## src/rtl/tradeoff_search.sv

```systemverilog
// Finds the largest N in [0, 2^N_BITS-1] with N*(N+1)/2 <= W using a start/busy/found handshake.
// Define TRADEOFF_BINARY_SEARCH_EN for fixed-latency successive approximation; the default is a linear count-up.
module tradeoff_search #(
  parameter int unsigned W_BITS = 20,
  parameter int unsigned N_BITS = 11
) (
  input  logic              clk,
  input  logic              rst,
  input  logic              start,
  input  logic [W_BITS-1:0] W,
  output logic              busy,
  output logic              found,
  output logic [N_BITS-1:0] N,
  output logic              sat
);

  localparam int unsigned FW = 2 * N_BITS + 1;
  // Wide enough for both f(NMAX+1) and an unclipped budget, even when W_BITS > 2*N_BITS+1
  localparam int unsigned CW = (W_BITS > FW) ? W_BITS : FW;
  localparam logic [N_BITS-1:0] NMAX = '1;

  typedef enum logic [1:0] {IDLE, SEARCH, DONE} state_t;

  state_t            state_q, state_d;
  logic [CW-1:0]     w_lat_q, w_lat_d;
  logic [N_BITS-1:0] n_q, n_d;
  logic              sat_q, sat_d;
  logic [CW-1:0]     f_top;

  function automatic logic [CW-1:0] tri_cost(input logic [CW-1:0] x);
    logic [CW-1:0] p;
    p = x * (x + CW'(1));
    return p >> 1;
  endfunction

  assign f_top = tri_cost(CW'(NMAX) + CW'(1));

`ifdef TRADEOFF_BINARY_SEARCH_EN
  // One-hot mask of the bit under trial; mask[0] set means this is the final step
  logic [N_BITS-1:0] mask_q, mask_d;
  logic [N_BITS-1:0] trial;
  assign trial = n_q | mask_q;
`endif

  always_comb begin
    state_d = state_q;
    w_lat_d = w_lat_q;
    n_d     = n_q;
    sat_d   = sat_q;
`ifdef TRADEOFF_BINARY_SEARCH_EN
    mask_d  = mask_q;
`endif
    case (state_q)
      IDLE, DONE: begin
        if (start) begin
          state_d = SEARCH;
          w_lat_d = CW'(W);
          n_d     = '0;
          sat_d   = 1'b0;
`ifdef TRADEOFF_BINARY_SEARCH_EN
          mask_d  = N_BITS'(1) << (N_BITS - 1);
`endif
        end
      end
      SEARCH: begin
`ifdef TRADEOFF_BINARY_SEARCH_EN
        if (tri_cost(CW'(trial)) <= w_lat_q) n_d = trial;
        mask_d = mask_q >> 1;
        if (mask_q[0]) begin
          state_d = DONE;
          sat_d   = (f_top <= w_lat_q);
        end
`else
        if ((tri_cost(CW'(n_q) + CW'(1)) <= w_lat_q) && (n_q != NMAX)) begin
          n_d = n_q + N_BITS'(1);
        end else begin
          state_d = DONE;
          sat_d   = (f_top <= w_lat_q);
        end
`endif
      end
      default: state_d = IDLE;
    endcase
  end

  always_ff @(posedge clk) begin
    if (rst) begin
      state_q <= IDLE;
      w_lat_q <= '0;
      n_q     <= '0;
      sat_q   <= 1'b0;
`ifdef TRADEOFF_BINARY_SEARCH_EN
      mask_q  <= '0;
`endif
    end else begin
      state_q <= state_d;
      w_lat_q <= w_lat_d;
      n_q     <= n_d;
      sat_q   <= sat_d;
`ifdef TRADEOFF_BINARY_SEARCH_EN
      mask_q  <= mask_d;
`endif
    end
  end

  assign busy  = (state_q == SEARCH);
  assign found = (state_q == DONE);
  assign N     = n_q;
  assign sat   = sat_q;

endmodule

```

## config.mk

```make
export PLATFORM = sky130hd
export DESIGN_NAME = tradeoff_search
export DESIGN_NICKNAME = d
export VERILOG_FILES = /design/src/rtl/tradeoff_search.sv
export SDC_FILE = /design/constraint.sdc
export NUM_CORES = 1
export LEC_CHECK = 0
export CORE_ASPECT_RATIO = 1.5
export CORE_MARGIN = 2
export CORE_UTILIZATION = 50
export CTS_CLUSTER_DIAMETER = 100
export DETAILED_ROUTE_END_ITERATION = 8
export PLACE_DENSITY = 0.68
export SLEW_MARGIN = 20
export SYNTH_ARGS = -nofsm -noshare
export SYNTH_HDL_FRONTEND = slang
export SYNTH_SLANG_ARGS = --single-unit
```

## constraint.sdc

```tcl
create_clock -name clk -period 11.5 [get_ports clk]
set_clock_uncertainty 0.1 [all_clocks]
set_input_delay 1.725 -clock clk [delete_from_list [all_inputs] [get_ports clk]]
set_output_delay 1.725 -clock clk [all_outputs]
set_load 0.1 [all_outputs]
```

==> flow_metrics.py <==
metrics = {
    "status": {
        "outcome": "complete, no violations",
    },
    "sta": {
        "tightest_slew_ns": 1.088,
        "timing.final.crit_share_pct": 88.13,
        "clock.fmax_mhz": 98.67,
        "timing.final.crit_period_ns": 10.14,
        "finalMaxSlewViolations": 0,
        "hold_viol": 0,
        "fin_setup_tns_ns": 0,
        "rsz0062_at_grt": "no",
        "timing.max_slew.rel_slack_pct": 26.91,
        "setup_violating_endpoint_count_in_the_final_report": 0,
    },
    "detailed_routing": {
        "dr_total_vias": 5627,
        "drt_iter0_markers": 192,
        "route.final.wire_length_um": 17670,
        "vias_per_instance": 5.269,
        "drtAntennaViolNets": 0,
        "post_drt_wl_per_cell_um": 16.54,
        "route.detailed.drc": 0,
        "drt-pass1-iter-count": 5,
    },
    "die": {
        "fp.dieW_um": 101.6,
        "num_io_pins": 37,
        "die_area_mm2": 0.01529,
        "core.rowCount": 53,
        "floorplan.die.height_um": 150.5,
        "floorplan.core_area_mm2": 0.01399,
        "initial_util_pct": 51.10,
    },
    "yosys": {
        "number_of_flops_mapped_to_enable_cells_by_yosys": 0,
        "synth_seq_area_share_pct": 9.239,
        "synthesis.yosys.warnings": 0,
        "ys_dominant_reg_cell": "sky130_fd_sc_hd__dfxtp_1",
        "post_syn_area_mm2": 0.007151,
        "synthCells": 857,
        "post_synth.cell_area_avg_um2": 8.344,
        "yosys_register_bits": 33,
        "ys_types": 61,
        "synthArstFlopShare_pct": 0,
    },
    "clocking": {
        "post-cts-setup-buffer-count": 0,
        "clock_latency_on_the_worst_skew_pair_ns": 0.28,
        "ctsHtreeMaxLevel": 2,
        "cts_inserted_buffers": 5,
        "clock_tree.root_cell": "sky130_fd_sc_hd__clkbuf_16",
        "cts_resized": 0,
        "cts-root-to-sink-buffers": 2,
        "cts_num_sinks": 33,
        "holdBufCountCts": 0,
        "clkSlewWorstSetupHoldPaths_ns": 0.05,
        "tritoncts": "built",
    },
    "setup_path": {
        "critical-path-slowest-cell": "sky130_fd_sc_hd__xor2_1",
        "end_kind": "flop",
        "worst-endpoint-required_ns": 11.62,
        "path_class": "reg2reg",
        "worst_path_most_repeated_cell": "sky130_fd_sc_hd__fa_1",
        "data_arrival_time_of_the_critical_path_ns": 10.26,
        "worst_setup_path_start_kind": "flop",
        "worst-path-max-fanout": 22,
        "largest_stage_delay_worst_path_ns": 0.79,
    },
    "layout": {
        "post_route_cells_drive_above_1_share_pct": 4.566,
        "final_util_pct": 55.77,
        "net_count_final": 1096,
        "multi_input_comb_area_mm2": 0.005712,
        "area_growth_pct": 9.134,
        "ff_latch_area_um2": 660.6,
        "antennaDiodeCount": 0,
        "fillerInstances": 1317,
    },
    "power_and_ir_drop": {
        "vdd.ir_drop.worst_v": 0.0001046,
        "pwr_density_cell_mw_per_mm2": 40.92,
        "cellLeakagePower_nw": 3.737,
    },
    "global_route": {
        "grt_max_degree": 31,
        "vias_in_the_first_global_route": 6081,
        "antenna_violations_before_repair": 0,
        "grt_pass1_wl_um": 29860,
        "grt_overflow": 0,
        "grt_use_total_pct": 25.55,
    },
    "placed_design": {
        "gp_congestion": 0.9597,
        "dp.final_hpwl_um": 15280,
        "numPortBuffers": 35,
    },
    "worst_hold_path": {
        "timing.hold.worst.class": "reg2reg",
    },
    "run": {
        "max_cap_violations": 0,
    },
}
-- worst max-delay path: cells and delay by family (launching register included) --
kind,cells,cell delay [ns]
AO/OA/AOI/OAI,9,1.69
buffers and inverters,5,0.73
XOR/XNOR,2,0.98
adder cells (fa/ha/maj),9,4.03
AND/OR/NAND/NOR,8,2.16
flip-flops,1,0.34
-- kinds of logic (layout without fill, tap and decap cells) --
kind of cell / count (synthesis) / count (layout) / synth area share (%)
and+or+nand+nor: 273 / 273 / 19.30
buffers and inverters: 214 / 224 / 11.46
muxes: 1 / 1 / 0.1575
other: 2 / 11 / 0.1050
DFF: 33 / 33 / 9.239
AOI/OAI and AO/OA: 105 / 105 / 10.01
xor gates and xnor gates: 32 / 32 / 3.920
adders and majority gates: 197 / 197 / 45.81
-- metal layers --
metal  vias up  share of wire [%]  global-route usage (%)  wire length [um]
met5         -                  0                       0                 0
met4         0                5.7                   12.97              1005
met3        53                3.1                   1.903               541
met2       143                 55                   46.68              9641
met1      2728                 37                   29.34              6481
li1       2703                  -                       -                 -
-- stage by stage --
stage          hold slack (ns)  power (mW)  setup slack [ns]  instance area [um2]  instances
2_1_floorplan           0.3363      0.1693             2.193                 7184        866
3_3_place_gp            0.3436      0.1893             1.738                 7650       1061
3_5_place_dp            0.3463      0.1897             1.594                 7650       1061
4_1_cts                 0.3533      0.3217             1.546                 7796       1068
5_1_grt                 0.3741      0.3380            0.7484                 7804       1068
6_report                0.3521      0.3193             1.365                 7804       1068
-- path summary, 6_finish.rpt --
kind	cells past startpoint	start	endpoint	slack, ns
max	33	N[0]	N[7]	1.36
min	2	w_lat_q[14]	w_lat_q[14]	0.35
max reg2reg	33	N[0]	N[7]	1.36
min reg2reg	2	w_lat_q[14]	w_lat_q[14]	0.35
-- sequential cells by signal (all words and copies together) (netlist names) --
register and cells:
N 11, state_q 2, w_lat_q 20
-- cells in the final DEF (no fill, tap or decap), types with 5 or more instances in the layout --
master / instances
sky130_fd_sc_hd__clkbuf_16: 5
sky130_fd_sc_hd__nor2b_1: 8
sky130_fd_sc_hd__nand2b_1: 54
sky130_fd_sc_hd__fa_1: 108
sky130_fd_sc_hd__xnor2_1: 24
sky130_fd_sc_hd__and3_1: 7
sky130_fd_sc_hd__conb_1: 11
sky130_fd_sc_hd__nand2_1: 63
sky130_fd_sc_hd__clkdlybuf4s50_1: 35
sky130_fd_sc_hd__nor2_1: 64
sky130_fd_sc_hd__o21ai_1: 7
sky130_fd_sc_hd__o21ai_0: 7
sky130_fd_sc_hd__or2_2: 14
sky130_fd_sc_hd__a21oi_1: 45
sky130_fd_sc_hd__a21o_1: 5
sky130_fd_sc_hd__dfxtp_1: 33
sky130_fd_sc_hd__or2_1: 8
sky130_fd_sc_hd__a221o_1: 6
sky130_fd_sc_hd__inv_1: 176
sky130_fd_sc_hd__ha_1: 89
sky130_fd_sc_hd__nor3_1: 11
sky130_fd_sc_hd__nand3_1: 17
sky130_fd_sc_hd__xor2_1: 7
sky130_fd_sc_hd__nand4_1: 10
-- where the power goes --
part	total, mW	switching (mW)	internal, mW
combinational	0.0662	0.0403	0.0260
clock	0.132	0.0471	0.0847
sequential	0.121	0.00208	0.119
total	0.319	0.0895	0.230
-- cell type report --
cell class              count  share of cell area [%]
flip-flops and latches     33                   8.466
repair buffers             38                   4.778
clock inverters             1                 0.09620
multi-input cells         619                   73.19
well taps                 192                   3.078
clock buffers               6                   1.780
inverters                 179                   8.610
-- cells in the mapped netlist (3+ instances only) --
master | count | share of area [%]
sky130_fd_sc_hd__inv_1 | 176 | 9.2
sky130_fd_sc_hd__fa_1 | 108 | 30
sky130_fd_sc_hd__ha_1 | 89 | 16
sky130_fd_sc_hd__nor2_1 | 64 | 3.4
sky130_fd_sc_hd__nand2_1 | 63 | 3.3
sky130_fd_sc_hd__nand2b_1 | 54 | 4.7
sky130_fd_sc_hd__a21oi_1 | 45 | 3.1
sky130_fd_sc_hd__dfxtp_1 | 33 | 9.2
sky130_fd_sc_hd__clkbuf_1 | 27 | 1.4
sky130_fd_sc_hd__xnor2_1 | 25 | 3.1
sky130_fd_sc_hd__nand3_1 | 17 | 1.2
sky130_fd_sc_hd__or2_2 | 14 | 1.2
sky130_fd_sc_hd__nor3_1 | 11 | 0.77
sky130_fd_sc_hd__nand4_1 | 10 | 0.87
sky130_fd_sc_hd__nor2b_1 | 8 | 0.70
sky130_fd_sc_hd__or2_1 | 8 | 0.70
sky130_fd_sc_hd__and3_1 | 7 | 0.61
sky130_fd_sc_hd__o21ai_0 | 7 | 0.49
sky130_fd_sc_hd__o21ai_1 | 7 | 0.49
sky130_fd_sc_hd__xor2_1 | 7 | 0.86
sky130_fd_sc_hd__a221o_1 | 6 | 0.84
sky130_fd_sc_hd__a21o_1 | 5 | 0.52
sky130_fd_sc_hd__buf_2 | 4 | 0.28
sky130_fd_sc_hd__o211ai_1 | 4 | 0.42
sky130_fd_sc_hd__o311ai_1 | 4 | 0.49
sky130_fd_sc_hd__a211oi_1 | 3 | 0.31
sky130_fd_sc_hd__inv_2 | 3 | 0.16
sky130_fd_sc_hd__nor3_2 | 3 | 0.42
sky130_fd_sc_hd__nor3b_1 | 3 | 0.31
sky130_fd_sc_hd__or3_1 | 3 | 0.26
Note: power is estimated with default switching activity, not from simulation.
